**src/rtl/plic_target_claim_if.sv**
```systemverilog
// plic_target_claim_if: request, config, claim/complete and eip bundle of one PLIC target
interface plic_target_claim_if;
  logic [31:0] interrupt_request;
  logic        cfg_we;
  logic [1:0]  cfg_sel;
  logic [4:0]  cfg_idx;
  logic [31:0] cfg_wdata;
  logic        claim_req;
  logic        claim_valid;
  logic [31:0] claim_id;
  logic        complete_req;
  logic [31:0] complete_id;
  logic        interrupt_completion_notif;
  logic [31:0] interrupt_completion_ID;
  logic        eip;
  modport master (
    output interrupt_request, cfg_we, cfg_sel, cfg_idx, cfg_wdata, claim_req, complete_req, complete_id,
    input  claim_valid, claim_id, interrupt_completion_notif, interrupt_completion_ID, eip
  );
  modport slave (
    input  interrupt_request, cfg_we, cfg_sel, cfg_idx, cfg_wdata, claim_req, complete_req, complete_id,
    output claim_valid, claim_id, interrupt_completion_notif, interrupt_completion_ID, eip
  );
endinterface

```
**src/rtl/plic_target_claim.sv**
```systemverilog
// plic_target_claim: PLIC target arbitration with claim/complete; PLIC_THRESHOLD_EN adds a threshold register
module plic_target_claim #(
  parameter int PRIORITY_LEVELS = 32,
  parameter int INTERRUPTS      = 8
) (
  input logic clk,
  input logic rst_n,
  plic_target_claim_if.slave bus
);
  localparam logic [31:0] IMASK = 32'((64'd1 << INTERRUPTS) - 64'd1);
  localparam logic [31:0] PMAX  = 32'(PRIORITY_LEVELS - 1);
  logic [31:0] pending, in_service, enable, pend_nxt, claim_oh, comp_oh;
  logic [4:0]  prio [INTERRUPTS];
  logic [4:0]  threshold, best_id, best_prio, nxt_id, nxt_prio, cfg_sat;
  logic        comp_fire;
  assign cfg_sat   = bus.cfg_wdata > PMAX ? PMAX[4:0] : bus.cfg_wdata[4:0];
  assign claim_oh  = (bus.claim_req && best_prio != 5'd0) ? 32'd1 << (best_id - 5'd1) : 32'd0;
  assign comp_oh   = (bus.complete_id != 32'd0 && bus.complete_id <= 32'(INTERRUPTS)) ? 32'd1 << (bus.complete_id[4:0] - 5'd1) : 32'd0;
  assign comp_fire = bus.complete_req && |(in_service & comp_oh);
  assign pend_nxt  = (pending & ~claim_oh) | (bus.interrupt_request & IMASK);
  // arbitrate on post-claim pending so a back-to-back claim never sees the winner twice
  always_comb begin
    nxt_id   = '0;
    nxt_prio = '0;
    for (int i = 0; i < INTERRUPTS; i++)
      if (pend_nxt[i] && enable[i] && prio[i] != 5'd0 && prio[i] > threshold && prio[i] > nxt_prio) begin
        nxt_id   = 5'(i + 1);
        nxt_prio = prio[i];
      end
  end
`ifdef PLIC_THRESHOLD_EN
  // threshold register, saturated like the priorities
  always_ff @(posedge clk or negedge rst_n)
    if (!rst_n) threshold <= '0;
    else if (bus.cfg_we && bus.cfg_sel == 2'd2) threshold <= cfg_sat;
`else
  assign threshold = '0;
`endif
  // per-source priorities; writes to unimplemented sources never match an index
  always_ff @(posedge clk or negedge rst_n)
    if (!rst_n) for (int i = 0; i < INTERRUPTS; i++) prio[i] <= '0;
    else for (int i = 0; i < INTERRUPTS; i++)
      if (bus.cfg_we && bus.cfg_sel == 2'd0 && bus.cfg_idx == 5'(i)) prio[i] <= cfg_sat;
  // pending/in-service tracking, winner register and claim/complete responses
  always_ff @(posedge clk or negedge rst_n)
    if (!rst_n) begin
      pending                         <= '0;
      in_service                      <= '0;
      enable                          <= '0;
      best_id                         <= '0;
      best_prio                       <= '0;
      bus.eip                         <= 1'b0;
      bus.claim_valid                 <= 1'b0;
      bus.claim_id                    <= '0;
      bus.interrupt_completion_notif  <= 1'b0;
      bus.interrupt_completion_ID     <= '0;
    end else begin
      pending                         <= pend_nxt;
      in_service                      <= (in_service & ~(comp_fire ? comp_oh : 32'd0)) | claim_oh;
      enable                          <= (bus.cfg_we && bus.cfg_sel == 2'd1) ? bus.cfg_wdata & IMASK : enable;
      best_id                         <= nxt_id;
      best_prio                       <= nxt_prio;
      bus.eip                         <= nxt_id != 5'd0;
      bus.claim_valid                 <= bus.claim_req;
      bus.claim_id                    <= bus.claim_req ? {27'b0, best_id} : bus.claim_id;
      bus.interrupt_completion_notif  <= comp_fire;
      bus.interrupt_completion_ID     <= comp_fire ? bus.complete_id : bus.interrupt_completion_ID;
    end
endmodule

```
**src/flat_wrapper.sv**
```systemverilog
// flat-port wrapper written by rule: the top's interface ports become plain ports
module plic_target_claim_flat 
#(
  parameter int PRIORITY_LEVELS = 32,
  parameter int INTERRUPTS      = 8
)
  (clk, rst_n, bus_interrupt_request, bus_cfg_we, bus_cfg_sel, bus_cfg_idx, bus_cfg_wdata, bus_claim_req, bus_complete_req, bus_complete_id, bus_claim_valid, bus_claim_id, bus_interrupt_completion_notif, bus_interrupt_completion_ID, bus_eip);
  plic_target_claim_if bus_i ();
  input logic clk;
  input logic rst_n;
  input wire logic [$bits(bus_i.interrupt_request)-1:0] bus_interrupt_request;
  input wire logic [$bits(bus_i.cfg_we)-1:0] bus_cfg_we;
  input wire logic [$bits(bus_i.cfg_sel)-1:0] bus_cfg_sel;
  input wire logic [$bits(bus_i.cfg_idx)-1:0] bus_cfg_idx;
  input wire logic [$bits(bus_i.cfg_wdata)-1:0] bus_cfg_wdata;
  input wire logic [$bits(bus_i.claim_req)-1:0] bus_claim_req;
  input wire logic [$bits(bus_i.complete_req)-1:0] bus_complete_req;
  input wire logic [$bits(bus_i.complete_id)-1:0] bus_complete_id;
  output wire logic [$bits(bus_i.claim_valid)-1:0] bus_claim_valid;
  output wire logic [$bits(bus_i.claim_id)-1:0] bus_claim_id;
  output wire logic [$bits(bus_i.interrupt_completion_notif)-1:0] bus_interrupt_completion_notif;
  output wire logic [$bits(bus_i.interrupt_completion_ID)-1:0] bus_interrupt_completion_ID;
  output wire logic [$bits(bus_i.eip)-1:0] bus_eip;
  assign bus_i.interrupt_request = bus_interrupt_request;
  assign bus_i.cfg_we = bus_cfg_we;
  assign bus_i.cfg_sel = bus_cfg_sel;
  assign bus_i.cfg_idx = bus_cfg_idx;
  assign bus_i.cfg_wdata = bus_cfg_wdata;
  assign bus_i.claim_req = bus_claim_req;
  assign bus_i.complete_req = bus_complete_req;
  assign bus_i.complete_id = bus_complete_id;
  assign bus_claim_valid = bus_i.claim_valid;
  assign bus_claim_id = bus_i.claim_id;
  assign bus_interrupt_completion_notif = bus_i.interrupt_completion_notif;
  assign bus_interrupt_completion_ID = bus_i.interrupt_completion_ID;
  assign bus_eip = bus_i.eip;
  plic_target_claim #(.PRIORITY_LEVELS(PRIORITY_LEVELS), .INTERRUPTS(INTERRUPTS)) u_core (.clk(clk), .rst_n(rst_n), .bus(bus_i));
endmodule
```
**config.mk**
```make
export PLATFORM = sky130hd
export DESIGN_NAME = plic_target_claim_flat
export DESIGN_NICKNAME = d
export VERILOG_FILES = /design/src/rtl/plic_target_claim_if.sv /design/src/rtl/plic_target_claim.sv /design/src/flat_wrapper.sv
export SDC_FILE = /design/constraint.sdc
export NUM_CORES = 1
export LEC_CHECK = 0
export CAP_MARGIN = 40
export CORE_MARGIN = 2
export CORE_UTILIZATION = 30
export CTS_CLUSTER_DIAMETER = 30
export DETAILED_ROUTE_END_ITERATION = 10
export PLACE_DENSITY_LB_ADDON = 0.3
export RECOVER_POWER = 100
export SLEW_MARGIN = 10
export SYNTH_ARGS = -nofsm -noshare
export SYNTH_HDL_FRONTEND = slang
export SYNTH_SLANG_ARGS = --single-unit
```
**constraint.sdc**
```tcl
create_clock -name clk -period 11.8 [get_ports clk]
set_input_delay 2.95 -clock clk [delete_from_list [all_inputs] [get_ports clk]]
set_output_delay 2.95 -clock clk [all_outputs]
set_load 0.05 [all_outputs]
```
==> out/results.ini <==
[cts]
hold_buffers = 0
cts.sinks = 112
clockBufferDepth = 2
ctsRootBufferMaster = clkbuf_16
clock_latency_ps = 360
cts_max_level = 3
numCtsBuffers = 9
path_clk_slew_ps = 70
cts_tree = built

[logic_synthesis]
synth_mux_area_share_pct = 5.20
synth_top_family_by_area = simple AND/OR/NAND/NOR gates
avgSynthCellArea_um2 = 9.68
synth_area_um2 = 6250
yosysMostFrequentCell = dfrtp_1
synth-edff-count = 0
synth_largest_area_cell = dfrtp_1
synthSimpleGateAreaFrac_pct = 20.5
netlist_top_cells_count = dfrtp_1 (112), nand2_1 (58), a21oi_1 (53), nor2_1 (51), nor2b_1 (37)
synth_area_leaders = dfrtp_1 (45%), ha_1 (5.8%), a21oi_1 (4.2%)
async_flop_share_pct = 100
synth-seq-cells = 112
yosysSeqAreaShare_pct = 44.8
synthCells = 646
synth_top_area_share_pct = 44.8
synthFlopType = dfrtp_1
synthAdderAreaFrac_pct = 5.80
synth_cell_types = 67
yosys_warnings = 0
synthXorXnorAreaFrac_pct = 0.280
synth_compound_area_share_pct = 16.8

[status]
status = finished, violations left
failed_checks = capacitance limit, slew limit, setup timing

[critical_path]
cp_slowest_stage_delay_ps = 420
crit_arrival_ps = 13240
crit_top_cell = ha_4
r2r_cells = 58
crit_path_start_kind = input pin
crit_required_ps = 12040
rrSetupSlack_ps = 520
r2r-start = u_core.best_prio[0]$_DFF_PN0_
path_class = in -> reg
r2r_end = u_core.best_prio[3]$_DFF_PN0_
critPathSlowestCell = or3_4
cp_max_fo = 6
cp-end-kind = flip-flop

[routing]
drc = 0
drt_wl_total_um = 16700
drt_pre_antenna_iters = 4
wl_per_cell_um = 14.6
num_vias = 5419
drtIter0Drc = 149
postRouteAntennaNets = 0
avgViaCountPerCell = 4.73

[timing]
finClkSkew_ps = 6.86
period_minus_slack_ps = 13000
rsz0062_at_grt = yes
hold_viol_final = 0
tightest_slew_ps = 3390
drv_slew = 115
setup_viol = 10
worst_slack_ps = -1200
slew_headroom_pct = -126
clock.fmax_mhz = 76.9
period_share_pct = 110
fin_setup_tns_ps = -11280

[floorplan]
die_h_um = 148
initial_core_util_pct = 30.7
die_x_um = 148
rows = 52
pin_count = 175
coreArea_um2 = 20400
die_area_um2 = 22000

[min_path]
hold_path_end = u_core.pending[5]$_DFF_PN0_
hp-class = reg -> reg
whs_path_depth = 2
worstHoldStart = u_core.pending[5]$_DFF_PN0_

[power_and_ir_drop]
vdd_drop_max_v = 0.0000814
power_density_nw_per_um2 = 209
leakagePower_uw = 0.00424

[layout]
final_area_um2 = 9350
drive_gt1_share_pct = 28.7
diodes = 0
nNetsFinal = 1008
area_growth_pct = 49.6
fill_cells = 1946

[placed_design]
place_hpwl_um = 12500
placed_area_um2 = 8300
port_buffers = 122
gp_congestion = 0.799

[flow_run]
drv_cap = 2

[grt]
antenna_found_initial = 0
grt_pass1_wl_um = 26400
grt_max_degree = 66
grt_pass1_vias = 5328
grt_remaining_overflow = 0
grt_usage_pct = 15.1

==> what timing repair did <==
action | 4_1_cts | 5_1_grt
setup endpoints to repair | 10 | 10
setup buffers | 25 | 11
resized for setup | 64 | 44
pin swaps | 45 | 44
==> flip-flops by register name (all words and copies together), names as in the netlist, 4 cells and up <==
name / cells
u_core.best_id: 4
u_core.pending: 8
u_core.bus.claim_id: 4
u_core.in_service: 8
u_core.prio: 40
u_core.bus.interrupt_completion_ID: 32
u_core.best_prio: 5
u_core.enable: 8
==> where the power goes <==
group / total [µW] / internal (µW) / switching [µW]
logic: 1150 / 603 / 551
clock network: 304 / 165 / 139
registers: 501 / 445 / 56.2
total: 1960 / 1210 / 747
==> layer usage <==
metal  global-route usage [%]  wire length [µm]  up-vias
met3                     3.56               984       14
met4                     3.48               196        0
li1                         -                 -     2697
met2                     25.4              7840      145
met1                     19.9              7720     2563
met5                        0                 0        -
==> critical path, delay by kind of cell <==
kind | cells | cell delay (ps)
fa+ha+maj | 7 | 1930
buf+inv | 6 | 810
compound gates | 20 | 3040
mux | 4 | 1160
simple gates | 22 | 3290
==> how the worst max path moves through the flow <==
stage	startpoint	end
2_1_floorplan	bus_claim_req	u_core.best_prio[3]$_DFF_PN0_
3_3_place_gp	bus_interrupt_request[0]	u_core.best_prio[3]$_DFF_PN0_
3_5_place_dp	bus_interrupt_request[0]	u_core.best_prio[3]$_DFF_PN0_
4_1_cts	bus_claim_req	u_core.bus.eip$_DFF_PN0_
5_1_grt	bus_claim_req	u_core.best_prio[3]$_DFF_PN0_
6_report	bus_claim_req	u_core.best_prio[3]$_DFF_PN0_
==> cell usage in the layout, fill, tap and decap left out, drive strengths merged, types with 28 or more instances in the layout <==
master	instances
conb	28
a21oi	54
clkdlybuf4s50	77
o21ai	36
nand2	58
dlygate4sd3	42
dfrtp	112
inv	28
buf	110
ha	29
nor2	51
nor2b	37
==> layout make-up <==
class	count	area, µm²	share of cell area [%]
tap	270	338	3.61
inverter	27	101	1.08
sequential	112	2800	30.0
multi-input combinational	485	3740	40.0
timing repair buffer	236	2080	22.2
clock inverter	6	68.8	0.736
clock buffer	9	225	2.41
==> logic make-up after synthesis <==
group	after synthesis
AO/OA/AOI/OAI	152
XOR/XNOR	2
flip-flops	112
other	1
adder cells (fa/ha/maj)	29
AND/OR/NAND/NOR	246
multiplexers	28
buffers and inverters	76
==> per-stage QoR <==
| stage | std cells | util (%) | power, µW | hold WS (ps) | setup WS [ps] |
|---|---|---|---|---|---|
| after global routing | 1145 | 45.9 | 2090 | 511 | -1730 |
| final | 1145 | 45.9 | 1960 | 477 | -1200 |
| after global placement | 1091 | 40.7 | 1360 | 458 | -2050 |
| after detailed placement | 1095 | 40.8 | 1370 | 475 | -2110 |
| after CTS | 1135 | 44.5 | 1830 | 493 | -992 |
| after floorplan | 673 | - | 1070 | 433 | -1510 |
Power figures use the tool's default switching activity.
